## src/rtl/lbist_seq_ctrl_if.sv

```systemverilog
// Signal bundle between the LBIST sequencer (master) and its pattern datapath / result RAM (slave).
// loop and fail_cnt exist only when LBIST_LOOP_EN is defined.
interface lbist_seq_ctrl_if #(
  parameter int DW = 8,
  parameter int AW = 8
);
  logic          start;
  logic          abort;
  logic [DW-1:0] ram_rdata;
  logic          lfsr_ld;
  logic          lfsr_en;
  logic [DW-1:0] seed;
  logic          ram_wr;
  logic [AW-1:0] ram_addr;
  logic          busy;
  logic          done;
  logic          pass;
  logic [DW-1:0] signature;
`ifdef LBIST_LOOP_EN
  logic          loop;
  logic [7:0]    fail_cnt;

  modport master (
    input  start, abort, ram_rdata, loop,
    output lfsr_ld, lfsr_en, seed, ram_wr, ram_addr, busy, done, pass, signature, fail_cnt
  );
  modport slave (
    output start, abort, ram_rdata, loop,
    input  lfsr_ld, lfsr_en, seed, ram_wr, ram_addr, busy, done, pass, signature, fail_cnt
  );
`else
  modport master (
    input  start, abort, ram_rdata,
    output lfsr_ld, lfsr_en, seed, ram_wr, ram_addr, busy, done, pass, signature
  );
  modport slave (
    output start, abort, ram_rdata,
    input  lfsr_ld, lfsr_en, seed, ram_wr, ram_addr, busy, done, pass, signature
  );
`endif
endinterface

```

## src/rtl/lbist_seq_ctrl.sv

```systemverilog
// LBIST session sequencer: seed LFSR, run NPAT patterns, write results, read back into an 8-bit MISR.
// Optional continuous looping with a saturating fail counter is enabled by defining LBIST_LOOP_EN.
module lbist_seq_ctrl #(
  parameter int            DW     = 8,
  parameter int            AW     = 8,
  parameter int            NPAT   = 200,
  parameter int            LAT    = 2,
  parameter logic [DW-1:0] SEED   = 'h01,
  parameter logic [DW-1:0] GOLDEN = 'hA5
) (
  input logic              clk,
  input logic              reset,
  lbist_seq_ctrl_if.master bus
);
  localparam int CW = $clog2(NPAT + LAT + 2) + 1;

  typedef enum logic [2:0] {S_IDLE, S_SEED, S_RUN, S_FLUSH, S_READ, S_DONE} state_t;

  state_t        r_state;
  state_t        w_state_next;
  logic [CW-1:0] r_cnt;
  logic [CW-1:0] w_cnt_next;
  logic [LAT:0]  r_pipe;     // [0] is lfsr_en, [LAT] is lfsr_en delayed LAT cycles = ram_wr
  logic [AW-1:0] r_addr;
  logic [AW-1:0] w_addr_next;
  logic          r_rvld;
  logic [DW-1:0] r_sig;
  logic [DW-1:0] w_sig_step;
  logic [DW-1:0] w_sig_next;
  logic          r_ld;
  logic          r_busy;
  logic          r_done;
  logic          r_pass;
  logic          w_en_next;

  always_comb begin
    w_state_next = r_state;
    w_cnt_next   = r_cnt;
    if (r_state == S_IDLE) begin
      if (bus.start && !bus.abort) begin
        w_state_next = S_SEED;
      end
    end else if (bus.abort) begin
      w_state_next = S_IDLE;
    end else begin
      case (r_state)
        S_SEED: begin
          w_state_next = S_RUN;
          w_cnt_next   = '0;
        end
        S_RUN: begin
          if (r_cnt == CW'(NPAT - 1)) begin
            w_state_next = S_FLUSH;
            w_cnt_next   = '0;
          end else begin
            w_cnt_next = r_cnt + CW'(1);
          end
        end
        S_FLUSH: begin
          if (r_cnt == CW'(LAT - 1)) begin
            w_state_next = S_READ;
            w_cnt_next   = '0;
          end else begin
            w_cnt_next = r_cnt + CW'(1);
          end
        end
        S_READ: begin
          if (r_cnt == CW'(NPAT)) begin
            w_state_next = S_DONE;
          end else begin
            w_cnt_next = r_cnt + CW'(1);
          end
        end
        S_DONE: begin
`ifdef LBIST_LOOP_EN
          w_state_next = bus.loop ? S_SEED : S_IDLE;
`else
          w_state_next = S_IDLE;
`endif
        end
        default: w_state_next = S_IDLE;
      endcase
    end
  end

  // Write address advances after each write; read address tracks the read index and holds on the drain cycle.
  always_comb begin
    w_addr_next = r_addr;
    case (w_state_next)
      S_SEED: w_addr_next = '0;
      S_RUN, S_FLUSH: begin
        if (r_pipe[LAT]) begin
          w_addr_next = r_addr + AW'(1);
        end
      end
      S_READ: begin
        if (w_cnt_next < CW'(NPAT)) begin
          w_addr_next = AW'(w_cnt_next);
        end
      end
      default: w_addr_next = r_addr;
    endcase
  end

  always_comb begin
    w_en_next  = (w_state_next == S_RUN);
    w_sig_step = {r_sig[DW-2:0], r_sig[7] ^ r_sig[5] ^ r_sig[4] ^ r_sig[3]} ^ bus.ram_rdata;
    w_sig_next = r_rvld ? w_sig_step : r_sig;
    if (w_state_next == S_SEED) begin
      w_sig_next = '0;
    end
  end

  always_ff @(posedge clk or posedge reset) begin
    if (reset) begin
      r_state <= S_IDLE;
      r_cnt   <= '0;
      r_pipe  <= '0;
      r_addr  <= '0;
      r_rvld  <= 1'b0;
      r_sig   <= '0;
      r_ld    <= 1'b0;
      r_busy  <= 1'b0;
      r_done  <= 1'b0;
      r_pass  <= 1'b0;
    end else begin
      r_state <= w_state_next;
      r_cnt   <= w_cnt_next;
      r_pipe  <= (w_state_next == S_IDLE) ? '0 : {r_pipe[LAT-1:0], w_en_next};
      r_addr  <= w_addr_next;
      r_rvld  <= (r_state == S_READ) && (r_cnt < CW'(NPAT)) && (w_state_next != S_IDLE);
      r_sig   <= w_sig_next;
      r_ld    <= (w_state_next == S_SEED);
      r_busy  <= (w_state_next != S_IDLE);
      r_done  <= (w_state_next == S_DONE);
      if (w_state_next == S_SEED) begin
        r_pass <= 1'b0;
      end else if (w_state_next == S_DONE) begin
        r_pass <= (w_sig_next == GOLDEN);
      end
    end
  end

`ifdef LBIST_LOOP_EN
  logic [7:0] r_fail_cnt;

  always_ff @(posedge clk or posedge reset) begin
    if (reset) begin
      r_fail_cnt <= '0;
    end else if (r_state == S_IDLE && w_state_next == S_SEED) begin
      r_fail_cnt <= '0;
    end else if (w_state_next == S_DONE && w_sig_next != GOLDEN && r_fail_cnt != 8'hFF) begin
      r_fail_cnt <= r_fail_cnt + 8'd1;
    end
  end

  assign bus.fail_cnt = r_fail_cnt;
`endif

  assign bus.lfsr_ld   = r_ld;
  assign bus.lfsr_en   = r_pipe[0];
  assign bus.seed      = SEED;
  assign bus.ram_wr    = r_pipe[LAT];
  assign bus.ram_addr  = r_addr;
  assign bus.busy      = r_busy;
  assign bus.done      = r_done;
  assign bus.pass      = r_pass;
  assign bus.signature = r_sig;
endmodule

```

## src/flat_wrapper.sv

```systemverilog
// flat-port wrapper written by rule: the top's interface ports become plain ports
module lbist_seq_ctrl_flat 
#(
  parameter int            DW     = 8,
  parameter int            AW     = 8,
  parameter int            NPAT   = 200,
  parameter int            LAT    = 2,
  parameter logic [DW-1:0] SEED   = 'h01,
  parameter logic [DW-1:0] GOLDEN = 'hA5
)
  (clk, reset, bus_start, bus_abort, bus_ram_rdata, bus_lfsr_ld, bus_lfsr_en, bus_seed, bus_ram_wr, bus_ram_addr, bus_busy, bus_done, bus_pass, bus_signature);
  lbist_seq_ctrl_if #(.DW(DW), .AW(AW)) bus_i ();
  input logic clk;
  input logic reset;
  input wire logic [$bits(bus_i.start)-1:0] bus_start;
  input wire logic [$bits(bus_i.abort)-1:0] bus_abort;
  input wire logic [$bits(bus_i.ram_rdata)-1:0] bus_ram_rdata;
  output wire logic [$bits(bus_i.lfsr_ld)-1:0] bus_lfsr_ld;
  output wire logic [$bits(bus_i.lfsr_en)-1:0] bus_lfsr_en;
  output wire logic [$bits(bus_i.seed)-1:0] bus_seed;
  output wire logic [$bits(bus_i.ram_wr)-1:0] bus_ram_wr;
  output wire logic [$bits(bus_i.ram_addr)-1:0] bus_ram_addr;
  output wire logic [$bits(bus_i.busy)-1:0] bus_busy;
  output wire logic [$bits(bus_i.done)-1:0] bus_done;
  output wire logic [$bits(bus_i.pass)-1:0] bus_pass;
  output wire logic [$bits(bus_i.signature)-1:0] bus_signature;
  assign bus_i.start = bus_start;
  assign bus_i.abort = bus_abort;
  assign bus_i.ram_rdata = bus_ram_rdata;
  assign bus_lfsr_ld = bus_i.lfsr_ld;
  assign bus_lfsr_en = bus_i.lfsr_en;
  assign bus_seed = bus_i.seed;
  assign bus_ram_wr = bus_i.ram_wr;
  assign bus_ram_addr = bus_i.ram_addr;
  assign bus_busy = bus_i.busy;
  assign bus_done = bus_i.done;
  assign bus_pass = bus_i.pass;
  assign bus_signature = bus_i.signature;
  lbist_seq_ctrl #(.DW(DW), .AW(AW), .NPAT(NPAT), .LAT(LAT), .SEED(SEED), .GOLDEN(GOLDEN)) u_core (.clk(clk), .reset(reset), .bus(bus_i));
endmodule
```

## config.mk

```make
export PLATFORM = sky130hd
export DESIGN_NAME = lbist_seq_ctrl_flat
export DESIGN_NICKNAME = d
export VERILOG_FILES = /design/src/rtl/lbist_seq_ctrl_if.sv /design/src/rtl/lbist_seq_ctrl.sv /design/src/flat_wrapper.sv
export SDC_FILE = /design/constraint.sdc
export NUM_CORES = 1
export LEC_CHECK = 0
export ABC_AREA = 1
export ABC_CLOCK_PERIOD_IN_PS = 3610
export CORE_MARGIN = 2
export CORE_UTILIZATION = 55
export CTS_BUF_LIST = sky130_fd_sc_hd__clkbuf_8
export DETAILED_ROUTE_END_ITERATION = 6
export DONT_BUFFER_PORTS = 1
export PLACE_DENSITY = 0.7
export SLEW_MARGIN = 20
export SYNTH_ARGS = -nofsm -noshare
export SYNTH_HDL_FRONTEND = slang
export SYNTH_SLANG_ARGS = --single-unit
```

## constraint.sdc

```tcl
create_clock -name clk -period 3.61 [get_ports clk]
set_input_delay 0.5415 -clock clk [delete_from_list [all_inputs] [get_ports clk]]
set_output_delay 0.5415 -clock clk [all_outputs]
set_load 0.01 [all_outputs]
```

Word-level counts from Yosys, hierarchy flattened
Cells that the tools add are included.
{ "totals": {"reg_bits": 36, "input_bits": 12, "out_inout_bits": 30, "elab_cells": 65} }
{ "op_classes": {"addsub": 2, "order_cmp": 2, "eq_ne": 15, "n_mux": 21, "bitwise_logic": 4, "reduce_logical": 11} }
{ "op_table": {"columns": ["operator", "n"], "rows": [
  ["$mux 9", 5],
  ["$pmux 9 s4", 1],
  ["$mux 8", 4],
  ["$pmux 8 s3", 1],
  ["$mux 3", 7],
  ["$eq 9x8->1 const B", 2],
  ["$lt 9x8->1 const B", 2],
  ["$eq 3x2->1 const B", 4],
  ["$pmux 3 s4", 1],
  ["$add 9x1->9 const B", 1],
  ["$eq 3x3->1 const B", 3],
  ["$eq 9x1->1 const B", 1],
  ["$add 8x1->8 const B", 1],
  ["$eq 8x8->1 const B", 1],
  ["$xor 8x8->8", 1],
  ["$eq 3x1->1 const B", 2],
  ["$logic_not 3->1", 2],
  ["$reduce_bool 3->1", 2],
  ["$ne 2x1->1 const B", 2],
  ["$logic_and 1x1->1", 3],
  ["$reduce_and 3->1", 1],
  ["$xor 1x1->1", 3],
  ["$mux 1", 2],
  ["$reduce_bool 2->1", 1],
  ["other kinds (2)", 2]
]} }

Longest topological paths before layout
{ "logic_depth": {"ltp_word": 10, "mapped_depth": 16, "ltp_nobuf": 16} }

Least setup slack after synthesis
OpenSTA, ideal clock, no wires.
{ "synth_path": {"path_kind": "reg2reg", "start": "register u_core.r_cnt[0]", "end": "register u_core.r_addr[6] (netlist: u_core.bus.ram_addr[6])", "setup_ns": 0.117, "arrival_ns": 1.661, "t_required_ns": 3.493, "setup_slack_ns": 1.832, "path_stages_with_launch": 13, "path_buffers": 0, "synth_period_minus_slack_ns": 1.778, "path_cell_list": "dfrtp_1 ha_1 nand4_1 nor2_1 nor2_1 nor3_1 a21boi_1 nor2_1 nand2_1 nand2_4 nand2_4 nand2_1 nand2_1"} }
{ "synth_between": {"elab_chain_len": 9, "word_cells_on_any_way": 28, "classes_between": "add/sub: 1; order compare: 1; eq/ne: 9; mux: 14; reduce/logical: 3"} }
{ "synth_rtl": {"columns": ["item", "line_no", "source"], "rows": [
  ["start, declared", "lbist_seq_ctrl.sv:21", "logic [CW-1:0] r_cnt;"],
  ["start signal, assigned", "lbist_seq_ctrl.sv:128", "r_cnt <= w_cnt_next;"],
  ["branches (longest 9 deep; another with $add 9x1->9)", null, null],
  ["end signal, assigned", "lbist_seq_ctrl.sv:130", "r_addr <= w_addr_next;"],
  ["end, declared", "lbist_seq_ctrl.sv:24", "logic [AW-1:0] r_addr;"]
]} }
Parallel ways; which one is timed is not known. The select of a mux whose other input is x is not followed.
A chain may end at the register's enable or synchronous reset.

Worst setup path in the final report
{ "layout_path": {"start": "register u_core.r_cnt[1]", "end": "register u_core.r_addr[2] (netlist: u_core.bus.ram_addr[2])"} }
{ "layout_between": {"elab_chain_len": 9, "word_cells_on_any_way": 28, "classes_between": "add/sub: 1; order compare: 1; eq/ne: 9; mux: 14; reduce/logical: 3"} }
{ "layout_rtl": {"columns": ["item", "line_no", "source"], "rows": [
  ["$eq 9x8->1 (tied with other cells)", "lbist_seq_ctrl.sv:68", "if (r_cnt == CW'(NPAT)) begin"],
  ["$mux 3 (on tied branches)", "lbist_seq_ctrl.sv:68, lbist_seq_ctrl.sv:60, lbist_seq_ctrl.sv:52", null],
  ["$pmux 3 s4 *", "lbist_seq_ctrl.sv:46", "case (r_state)"],
  ["$mux 3 *", "lbist_seq_ctrl.sv:43", "end else if (bus.abort) begin"],
  ["$mux 3 *", "lbist_seq_ctrl.sv:39", "if (r_state == S_IDLE) begin"],
  ["via u_core.w_state_next[1]", "lbist_seq_ctrl.sv:20", "state_t w_state_next;"],
  ["$eq 3x2->1", "lbist_seq_ctrl.sv:89", "case (w_state_next)"],
  ["$reduce_or 2->1", "lbist_seq_ctrl.sv:89", null],
  ["$ne 2x1->1 (no source line) or $reduce_bool 3->1 (tied branches)", null, null],
  ["$reduce_and 3->1 (no source line)", null, null]
]} }
Mark *: on every way through the listed nets, which the timed path passes. The rest lies on a longest branch. The select of a mux whose other input is x is not followed.

==> results.txt <==
status = complete, no violations
CTS Buf Count = 5
CP Max Fanout = 9
Port Buffer Count = 0
Max Slew Vio Count = 0
Seq/Total Area, Yosys = 39.8%
Vert. Die Dim = 68.1 µm
CP Capture Type = register
Die ar. = 4640 µm²
design area = 2370 µm²
Slew headroom = 66.6%
max cap viols = 0
total global routing overflow = 0
1st-iter DRT viols = 114
RSZ-0062 raised after global routing = no
Max Fclk = 0.475 GHz
Final setup viols = 0
static leakage = 1.29 nW
first-pass GRT wire length = 7730 µm
Worst Hold Class = input pin to async pin
root buffer cell = clkbuf_8
DRT Wirelength = 4810 µm
YS warnings = 0
# DRC = 0
Power Density = 370 nW/µm²
Area growth syn-to-layout = 4.92%
largest net degree at the start of global routing = 37
Reg clk slew, reported paths = 70 ps
worst-skew pair later-pin latency = 290 ps
total core area = 3970 µm²
synth unique cells = 36
Starting Density = 57.0%
final core occ = 59.8%
via count = 1913
Cell Rows = 23
average size of a mapped cell = 7.27 µm²
Mapped Cells = 311
Post-Place Cell Area = 2280 µm²
VDD IR max = 0.246 mV
most frequent cells in the layout = nand2_1, inv_1, nand3_1, dfrtp_1, nor2_1
initial antenna violation count = 0
Worst Path Arrival = 2290 ps
Final min period = 2110 ps
clk sink count = 36
hold_buf cts = 0
vias in the first global route = 1741
FF+latch count, synth = 36
final antenna-violating net count = 0
layout cells sized above 1 = 10.4%
DRT Pass-1 Iters = 4
die width = 68.1 µm
commonest non-fill, non-tap cell in the layout = nand2_1
worst slew pin tran = 497 ps
final worst-path cycle share = 58.3%
final setup TNS = 0 ps
io pins = 42
CTS Buffer Depth = 2
required time of the worst setup path = 3790 ps
footprint of the multi-input gates = 1120 µm²
Avg WL per Cell = 13.1 µm
Register Area = 901 µm²
All-Layer GR Usage = 22.7%
GPL Wtd Cong = 0.926
Crit Path Class = register to register
H-tree levels = 2
dpl hpwl = 3690 µm
Clock Skews = 5.08 ps
endpoints failing hold = 0
final net count = 331
synthesized cell area = 2260 µm²
fill count = 379
Startpoint Class = register
PostCTS Resize Cnt = 0
Via density = 5.23
CTS tree = done
Setup Buffers After CTS = 0
number of antenna diodes = 0
## logic make-up after synthesis
kind of cell,synth area share (%)
AOI/OAI and AO/OA,6.75
muxes,0.885
and+or+nand+nor,34.1
xor gates and xnor gates,4.20
other,0.332
adders and majority gates,2.21
DFF,39.8
buffers and inverters,11.7
## flip-flops by register name, summed over array words and instances (netlist names)
name / cells
u_core.r_pipe: 3
u_core.bus.lfsr_ld: 1
u_core.r_rvld: 1
u_core.bus.done: 1
u_core.r_cnt: 9
u_core.bus.ram_addr: 8
u_core.bus.signature: 8
u_core.bus.pass: 1
u_core.bus.busy: 1
u_core.r_state: 3
## cells in the mapped netlist
master	number	area share (%)
nand2_1	83	14
inv_1	40	6.6
nand3_1	39	8.6
dfrtp_1	36	40
nor2_1	29	4.8
o21ai_0	14	3.1
buf_4	8	2.7
inv_2	8	1.3
xor2_1	7	2.7
ha_1	4	2.2
nand2_2	4	1.1
nor3_1	4	0.88
a21oi_1	3	0.66
nand4_1	3	0.83
conb_1	2	0.33
mux2i_1	2	0.88
nand2_4	2	1.0
nor2_2	2	0.55
nor2_4	2	1.0
o22ai_1	2	0.55
xnor2_1	2	0.77
a211oi_1	1	0.33
a21boi_1	1	0.33
a21oi_2	1	0.39
a221oi_1	1	0.39
a31o_2	1	0.39
a31oi_1	1	0.28
buf_6	1	0.50
clkbuf_1	1	0.17
clkinv_1	1	0.17
inv_4	1	0.28
nand3_2	1	0.44
nand3_4	1	0.77
o211ai_1	1	0.33
or2_2	1	0.28
xor2_2	1	0.72
## worst max-delay path, cell delays in order (launching register included)
cell and delay [ps]:
dfrtp_1 400, inv_1 100, ha_1 160, nand2_1 60, nor2_1 140, nand2_1 80
nand2_2 90, nand2_1 60, nand2_1 240, inv_2 160, nand2_1 90, nand2_1 80
inv_4 130, nand2_4 90, nand2_1 70, nand2_1 50
## routing by layer
| metal | part of all wire [%] | wire (µm) | global-route usage (%) | vias up |
|---|---|---|---|---|
| met5 | 0 | 0 | 0 | - |
| met4 | 0.60 | 29 | 9.00 | 0 |
| met3 | 6.8 | 328 | 4.93 | 2 |
| met2 | 49 | 2370 | 37.0 | 66 |
| met1 | 43 | 2070 | 29.4 | 875 |
| li1 | - | - | - | 970 |
## report_power, final
group | internal [W] | total, W | switching [W]
Sequential | 0.000425 | 0.000449 | 0.0000244
Clock | 0.000152 | 0.000299 | 0.000147
Combinational | 0.0000360 | 0.000130 | 0.0000937
Total | 0.000613 | 0.000878 | 0.000265
## layout make-up
cell class | instances | share of cell area (%)
Clock inverter | 2 | 0.474
Sequential cell | 36 | 38.0
Clock buffer | 6 | 3.48
Timing Repair Buffer | 1 | 0.316
Inverter | 50 | 8.01
Multi-Input combinational cell | 221 | 47.1
Tap cell | 50 | 2.64
## final timing paths
check                                 start                 endpoint  slack (ps)  depth (start not counted)
setup / recovery            u_core.r_cnt[1]   u_core.bus.ram_addr[2]        1500                         15
min in group clk                  bus_abort        u_core.r_state[2]         380                          1
max in group asynchronous             reset  u_core.bus.signature[4]        3050                          2
hold reg to reg            u_core.r_pipe[1]         u_core.r_pipe[2]         440                          2
setup reg to reg            u_core.r_cnt[1]   u_core.bus.ram_addr[2]        1500                         15
hold / removal                        reset   u_core.bus.ram_addr[4]         240                          2
## per-stage QoR
stage               power (W)  std cells  worst slack (ps)  hold slack, ps
global placement     0.000587        358              1550             419
CTS                  0.000890        366              1520             257
global route         0.000927        366              1250             282
floorplan            0.000564        317              1830             413
detailed placement   0.000588        358              1540             422
finish               0.000878        366              1500             236
No activity file was read; power rests on OpenSTA's default activity.
